--- src/rtl/child_event_collector.sv ---
// child_event_collector: turns level changes on a replicated child array's
// outputs into a serial stream of (child index, new level) events. Changes
// are latched as pending per child and granted round-robin into a single
// registered valid/ready output stage.
module child_event_collector #(
    parameter int unsigned NUM_CHILDREN = 8,
    parameter int unsigned IDX_W        = $clog2(NUM_CHILDREN)
) (
    input  logic                    clk,
    input  logic                    rst_n,
    input  logic [NUM_CHILDREN-1:0] in,
    output logic                    evt_valid,
    input  logic                    evt_ready,
    output logic [IDX_W-1:0]        evt_idx,
    output logic                    evt_level,
    output logic [NUM_CHILDREN-1:0] overflow,
    input  logic                    ovf_clr
);

    localparam int unsigned N = NUM_CHILDREN;

    logic [N-1:0]     in_q;
    logic [N-1:0]     pend;
    logic [N-1:0]     lvl;
    logic [N-1:0]     chg;
    logic [N-1:0]     gnt;
    logic [N-1:0]     ovf_set;
    logic [IDX_W-1:0] ptr;
    logic [IDX_W-1:0] ptr_nxt;
    logic [IDX_W-1:0] grant_idx;
    logic             grant_found;
    logic             out_free;
    logic             grant;
    int unsigned      scan;

    // Edge detect against the previous sample of every child
    assign chg = in ^ in_q;

    // Output stage may load a new event when empty or being drained this edge
    assign out_free = !evt_valid || evt_ready;
    assign grant    = out_free && grant_found;

    // Round-robin search over registered pend, starting at ptr and wrapping
    always_comb begin
        grant_found = 1'b0;
        grant_idx   = '0;
        scan        = 0;
        for (int unsigned k = 0; k < N; k++) begin
            scan = 32'(ptr) + k;
            if (scan >= N) begin
                scan = scan - N;
            end
            if (!grant_found && pend[scan[IDX_W-1:0]]) begin
                grant_found = 1'b1;
                grant_idx   = scan[IDX_W-1:0];
            end
        end
    end

    // Next start point sits just past the winner, wrapping at the last child
    always_comb begin
        ptr_nxt = grant_idx + IDX_W'(1);
        if (32'(grant_idx) == N - 1) begin
            ptr_nxt = '0;
        end
    end

    // Per-child grant strobe and lost-event detection
    always_comb begin
        gnt     = '0;
        ovf_set = '0;
        for (int unsigned i = 0; i < N; i++) begin
            gnt[i]     = grant && (grant_idx == IDX_W'(i));
            ovf_set[i] = chg[i] && pend[i] && !gnt[i];
        end
    end

    // Previous-sample register
    always_ff @(posedge clk or negedge rst_n) begin
        if (!rst_n) begin
            in_q <= '0;
        end else begin
            in_q <= in;
        end
    end

    // Pending flags and latest level; a fresh change always re-arms pend
    always_ff @(posedge clk or negedge rst_n) begin
        if (!rst_n) begin
            pend <= '0;
            lvl  <= '0;
        end else begin
            pend <= chg | (pend & ~gnt);
            lvl  <= (lvl & ~chg) | (in & chg);
        end
    end

    // Registered event output and round-robin pointer
    always_ff @(posedge clk or negedge rst_n) begin
        if (!rst_n) begin
            evt_valid <= 1'b0;
            evt_idx   <= '0;
            evt_level <= 1'b0;
            ptr       <= '0;
        end else if (grant) begin
            evt_valid <= 1'b1;
            evt_idx   <= grant_idx;
            evt_level <= lvl[grant_idx];
            ptr       <= ptr_nxt;
        end else if (out_free) begin
            evt_valid <= 1'b0;
        end
    end

    // Sticky overflow; a new loss on the clear edge keeps its bit set
    always_ff @(posedge clk or negedge rst_n) begin
        if (!rst_n) begin
            overflow <= '0;
        end else if (ovf_clr) begin
            overflow <= ovf_set;
        end else begin
            overflow <= overflow | ovf_set;
        end
    end

endmodule

--- config.mk ---
export PLATFORM = sky130hd
export DESIGN_NAME = child_event_collector
export DESIGN_NICKNAME = d
export VERILOG_FILES = /design/src/rtl/child_event_collector.sv
export SDC_FILE = /design/constraint.sdc
export NUM_CORES = 1
export LEC_CHECK = 0
export ABC_AREA = 1
export BUFFER_PORTS_ARGS = -buffer_cell sky130_fd_sc_hd__buf_2
export CAP_MARGIN = 30
export CORE_UTILIZATION = 64
export DETAILED_ROUTE_END_ITERATION = 16
export GPL_TIMING_DRIVEN = 1
export PLACE_DENSITY = 0.93
export SLEW_MARGIN = 20
export SYNTH_ARGS = -nofsm -noshare
export SYNTH_HDL_FRONTEND = slang
export SYNTH_SLANG_ARGS = --single-unit
--- constraint.sdc ---
create_clock -name clk -period 4.3 [get_ports clk]
set_clock_uncertainty 0.2 [all_clocks]
set_input_delay 0 -clock clk [delete_from_list [all_inputs] [get_ports clk]]
set_output_delay 0 -clock clk [all_outputs]
set_load 0.01 [all_outputs]
==> results of run 1 <==
[final timing paths]
path	cells past startpoint	endpoint	slack (ns)
max reg2reg	17	overflow[4]$_DFF_PN0_	0.85
min in group asynchronous	3	in_q[7]$_DFF_PN0_	0.41
max	17	overflow[4]$_DFF_PN0_	0.85
max in group asynchronous	4	in_q[3]$_DFF_PN0_	3.08
min	2	in_q[7]$_DFF_PN0_	0.18
min reg2reg	2	evt_idx[2]$_DFFE_PN0P_	0.29
[through the flow]
step                      hold slack, ns  instances  instance area (sq um)  util [%]  setup WS (ns)
final                              0.179        446                   3000      75.1          0.853
after CTS                          0.171        444                   2970      74.3          0.916
after global placement           -0.0672        425                   2770      69.3           1.02
after floorplan                   -0.496        357                   2650         -           1.44
after detailed placement         -0.0645        425                   2770      69.3          0.937
after global routing               0.194        446                   3000      75.1          0.514
[Yosys cell counts]
library cell,n
a21oi_1,8
a31oi_4,1
buf_2,1
buf_6,5
dfrtp_1,40
ha_1,2
inv_1,40
inv_2,9
inv_4,1
nand2_1,106
nand2_2,8
nand2_4,1
nand3_1,43
nand3_2,3
nand3_4,2
nand3b_1,1
nand4_1,5
nand4_4,2
nor2_1,37
nor2_2,6
nor2_4,4
nor2_8,2
nor3_1,1
o21a_1,1
o21ai_0,9
o21ai_1,13
o21bai_1,1
o22ai_4,1
xnor2_1,1
xnor2_4,1
xor2_2,1
xor2_4,1
[cells by family (layout without fill, tap and decap cells)]
family | count (synthesis) | in the layout | synth area share [%]
AND/OR/NAND/NOR | 221 | 221 | 41.0
XOR/XNOR | 4 | 4 | 3.02
AO/OA/AOI/OAI | 34 | 34 | 7.79
adder cells (fa/ha/maj) | 2 | 2 | 0.944
flip-flops | 40 | 40 | 37.8
buffers and inverters | 56 | 95 | 9.49
[critical path, stage by stage (launching register included)]
cell	delay (ns)
dfrtp_1	0.56
inv_2	0.23
ha_1	0.51
inv_2	0.11
nand3_1	0.19
nand3_1	0.12
nand2_2	0.14
nor2_8	0.05
nand2_1	0.06
nor2_1	0.06
nor2_1	0.15
nand2_1	0.07
nor2_1	0.11
nand3_1	0.14
nor2_4	0.25
nand4_1	0.20
nand2_1	0.11
nand2_1	0.05
[final cells by class]
cell class	instances	area [sq um]
Tap cell	50	62.6
Sequential cell	40	1000
Inverter	50	190
Clock buffer	8	90.1
Timing Repair Buffer	37	260
Multi-Input combinational cell	261	1400
Fill cell	279	997
[metal layers]
metal  vias up  GRT usage (%)  routed length (um)  part of all wire [%]
met2       134           54.3                3370                    52
li1       1206              -                   -                     -
met4         0           15.7                 214                   3.3
met3        26           4.83                 448                   6.9
met5         -              0                   0                     0
met1      1137           39.4                2480                    38
==> impl_metrics.env, run 1 <==
export IMPL_start_kind="flip-flop"
export IMPL_cp_end_kind="flip-flop"
export IMPL_clk_path_buf_depth=2
export IMPL_hpwlAfterDp_um=4850
export IMPL_crit_type="reg -> reg"
export IMPL_cts_sinks=40
export IMPL_avgRoutedWirePerCell_um=14.6
export IMPL_cts_made_buffers=5
export IMPL_clk_latency_ns=0.29
export IMPL_die_area_sq_um=4400
export IMPL_synthesis_yosys_warnings=0
export IMPL_r2r_start="ptr[0]$_DFFE_PN0P_"
export IMPL_cts_root_buffer="clkbuf_8"
export IMPL_n_antenna_cell=0
export IMPL_core_sq_um=4000
export IMPL_rsz0062_at_grt="no"
export IMPL_most_common_layout_cells="nand2_1, nand3_1, inv_1, dfrtp_1, nor2_1"
export IMPL_drive_gt1_share_pct=18.7
export IMPL_drc=0
export IMPL_drt_iter0_drc=246
export IMPL_synth_avg_cell_area_sq_um=7.43
export IMPL_die_w_um=66.4
export IMPL_cts_htree_levels=2
export IMPL_worstPathRequired_ns=4.28
export IMPL_clk_pin_slew_ns=0.07
export IMPL_cts_tree="done"
export IMPL_synth_top_area_cell="dfrtp_1"
export IMPL_portBuffers=24
export IMPL_grt_pass1_wl_um=10400
export IMPL_synthesis_instances=357
export IMPL_globalplace_congestion=1.00
export IMPL_cts_resized=0
export IMPL_crit_fanout=17
export IMPL_max_freq_ghz=0.290
export IMPL_synth_area_top_cells="dfrtp_1, nand2_1, nand3_1"
export IMPL_syn_area_sq_um=2650
export IMPL_hold_start="in[7]"
export IMPL_fin_crit_ns=3.45
export IMPL_via_per_inst=5.61
export IMPL_hp_class="in -> reg"
export IMPL_yosys_register_bits=40
export IMPL_relSlewSlack_pct=60.4
export IMPL_grt_pass1_vias=2347
export IMPL_ys_types=32
export IMPL_antenna_found_initial=0
export IMPL_synth_top_area_share_pct=37.8
export IMPL_grt_usage_pct=32.0
export IMPL_drv_slew=0
export IMPL_setup_viol=0
export IMPL_critPathLaunch="ptr[0]$_DFFE_PN0P_"
export IMPL_tns_ns=0
export IMPL_boundaryPins=25
export IMPL_vias=2503
export IMPL_tightest_slew_ns=0.588
export IMPL_grt_overflow_total=0
export IMPL_grt_max_degree=41
export IMPL_nets=409
export IMPL_final_common_cell="nand2_1"
export IMPL_period_share_pct=80.2
export IMPL_rows=23
export IMPL_fp_dieH_um=66.4
export IMPL_cts_setup_buffers=0
export IMPL_synth_seq_area_share_pct=37.8
export IMPL_syn_nets=371
export IMPL_start_util_pct=66.3
export IMPL_areaGrowthSynthToFinish_pct=13.3
export IMPL_max_cap_violations=0
export IMPL_routed_wirelength_um=6510
export IMPL_hold_buffers=11
export IMPL_finalHoldViolCount=0
export IMPL_critPathArrivalTime_ns=3.43
export IMPL_firstDrtPassIters=5
export IMPL_antenna_left=0
export IMPL_outcome="completed"
Power of run 1 is left out: the tool's default activity adds up to more than one toggle a clock period on the data nets, which glitch-free logic cannot reach.
==> inputs of run 2 (changes only) <==
Settings changed: CORE_UTILIZATION 64 to 54, PLACE_DENSITY 0.93 to 0.85.
Clock period 4.3 ns to 2.8 ns, I/O delays scaled along.
==> run 2 against run 1 <==
Net effect: the run now ends with negative setup slack left; die area is 18% higher; maximum frequency is 22% higher; cell area is 20% higher; sequential cell count stayed put; utilization is 1.5 points higher; critical endpoint is now overflow[1]$_DFF_PN0_; largest cell class unchanged.
==> impl_metrics.env, run 2 (synthesis results as in run 1) <==
export IMPL_outcome="finished with violations"
export IMPL_violations="negative setup slack"
export IMPL_tightest_slew_ns=0.494
export IMPL_fp_dieH_um=72.1
export IMPL_boundaryPins=25
export IMPL_worstPathCellList="inv_2 > ha_4 > nand3_2 > nand2_2 > nand2_2 > nand2_4 > nor2_1 > nand2_1 > nand2_1 > nor2_2 > nand2_1 > nor2_2 > nand3_2 > nor2_4 > nand2_2 > nor2_1 > o21ai_1"
export IMPL_dp_slack_ns=-0.0616
export IMPL_relSlewSlack_pct=67.0
export IMPL_slowest_delay_ns=0.40
export IMPL_antenna_found_initial=0
export IMPL_cts_htree_levels=2
export IMPL_grt_max_degree=41
export IMPL_clk_pin_slew_ns=0.07
export IMPL_crit_buf_inv=1
export IMPL_multi_input_area_sq_um=1710
export IMPL_critPathArrivalTime_ns=2.80
export IMPL_globalplace_congestion=0.918
export IMPL_antenna_left=0
export IMPL_avgRoutedWirePerCell_um=15.0
export IMPL_max_freq_ghz=0.354
export IMPL_die_area_sq_um=5190
export IMPL_via_per_inst=5.43
export IMPL_fin_util_pct=76.5
export IMPL_cts_sinks=40
export IMPL_most_common_layout_cells="nand2_1, dfrtp_1, inv_1"
export IMPL_critPathTopFamily="simple AND/OR/NAND/NOR gates"
export IMPL_routed_wirelength_um=7390
export IMPL_setup_viol=3
export IMPL_cts_tree="done"
export IMPL_grt_overflow_total=0
export IMPL_crit_fanout=8
export IMPL_rsz0062_at_grt="yes"
export IMPL_register_area_sq_um=1000
export IMPL_drv_slew=0
export IMPL_grt_usage_pct=24.9
export IMPL_crit_type="reg -> reg"
export IMPL_fin_crit_ns=2.82
export IMPL_critical_path_slowest_cell="dfrtp_1"
export IMPL_max_cap_violations=0
export IMPL_hpwlAfterDp_um=4490
export IMPL_nets=438
export IMPL_grt_pass1_vias=2245
export IMPL_core_sq_um=4720
export IMPL_n_antenna_cell=0
export IMPL_clk_latency_ns=0.30
export IMPL_final_common_cell="nand2_1"
export IMPL_period_share_pct=101
export IMPL_setup_ws_ns=-0.0226
export IMPL_finalHoldViolCount=0
export IMPL_n_fill_cell=313
export IMPL_start_util_pct=56.1
export IMPL_cts_made_buffers=5
export IMPL_vias=2672
export IMPL_drive_gt1_share_pct=36.2
export IMPL_cts_root_buffer="clkbuf_8"
export IMPL_portBuffers=24
export IMPL_worstPathRequired_ns=2.78
export IMPL_cp_end_kind="flip-flop"
export IMPL_drt_iter0_drc=177
export IMPL_drc=0
export IMPL_rows=25
export IMPL_tns_ns=-0.0447
export IMPL_clk_path_buf_depth=2
export IMPL_areaGrowthSynthToFinish_pct=36.3
export IMPL_hp_class="in -> reg"
export IMPL_die_w_um=72.1
export IMPL_grt_pass1_wl_um=9890
export IMPL_start_kind="flip-flop"
export IMPL_hold_slack_ns=0.181
export IMPL_firstDrtPassIters=4
[run 2: final cells by class]
cell class / count / area share [%]
multi-input combinational: 262 / 47.3
sequential: 40 / 27.8
tap: 67 / 2.32
clock inverter: 2 / 0.277
inverter: 50 / 5.47
timing repair buffer: 65 / 14.6
clock buffer: 6 / 2.28
[run 2: routing by layer]
metal  wire, um  up-vias  global-route usage, %
li1           -     1274                      -
met1       2900     1253                   30.2
met2       3820      111                   42.4
met3        343       34                   4.72
met4        323        0                   12.6
met5          0        -                      0
[run 2: worst reg2reg max path, cell delays in order (launching register included)]
cell and delay (ns):
dfrtp_1 0.40, inv_2 0.08, ha_4 0.35, nand3_2 0.13, nand2_2 0.10, nand2_2 0.07
nand2_4 0.11, nor2_1 0.06, nand2_1 0.06, nand2_1 0.07, nor2_2 0.15, nand2_1 0.08
nor2_2 0.13, nand3_2 0.13, nor2_4 0.24, nand2_2 0.10, nor2_1 0.18, o21ai_1 0.08
[run 2: final timing paths]
check                           slack, ns                    end             startpoint  cells past startpoint
worst max-delay path                -0.02  overflow[1]$_DFF_PN0_     ptr[0]$_DFFE_PN0P_                     17
worst min-delay path                 0.18      in_q[0]$_DFF_PN0_                  in[0]                      2
worst max register to register      -0.02  overflow[1]$_DFF_PN0_     ptr[0]$_DFFE_PN0P_                     17
worst min register to register       0.30  overflow[0]$_DFF_PN0_  overflow[0]$_DFF_PN0_                      2
max in group asynchronous            1.57     ptr[2]$_DFFE_PN0P_                  rst_n                      4
min in group asynchronous            0.38  evt_valid$_DFFE_PN0P_                  rst_n                      3
[run 2: through the flow]
stage,instance area [sq um],cells
floorplan,2680,357
global placement,2950,458
detailed placement,2950,458
CTS,3190,478
global route,3610,492
finish,3610,492
[run 2: what timing repair did]
| item | 4_1_cts | 5_1_grt |
|---|---|---|
| endpoints found under the hold margin | 73 | 4 |
| hold buffers | 11 | 1 |
| gates resized for setup | 3 | 73 |
| setup endpoints to repair | 14 | 23 |
| gates cloned | 0 | 1 |
| pin swaps | 3 | 28 |
| setup buffers | 1 | 11 |
Power of run 2 is left out for the same reason.
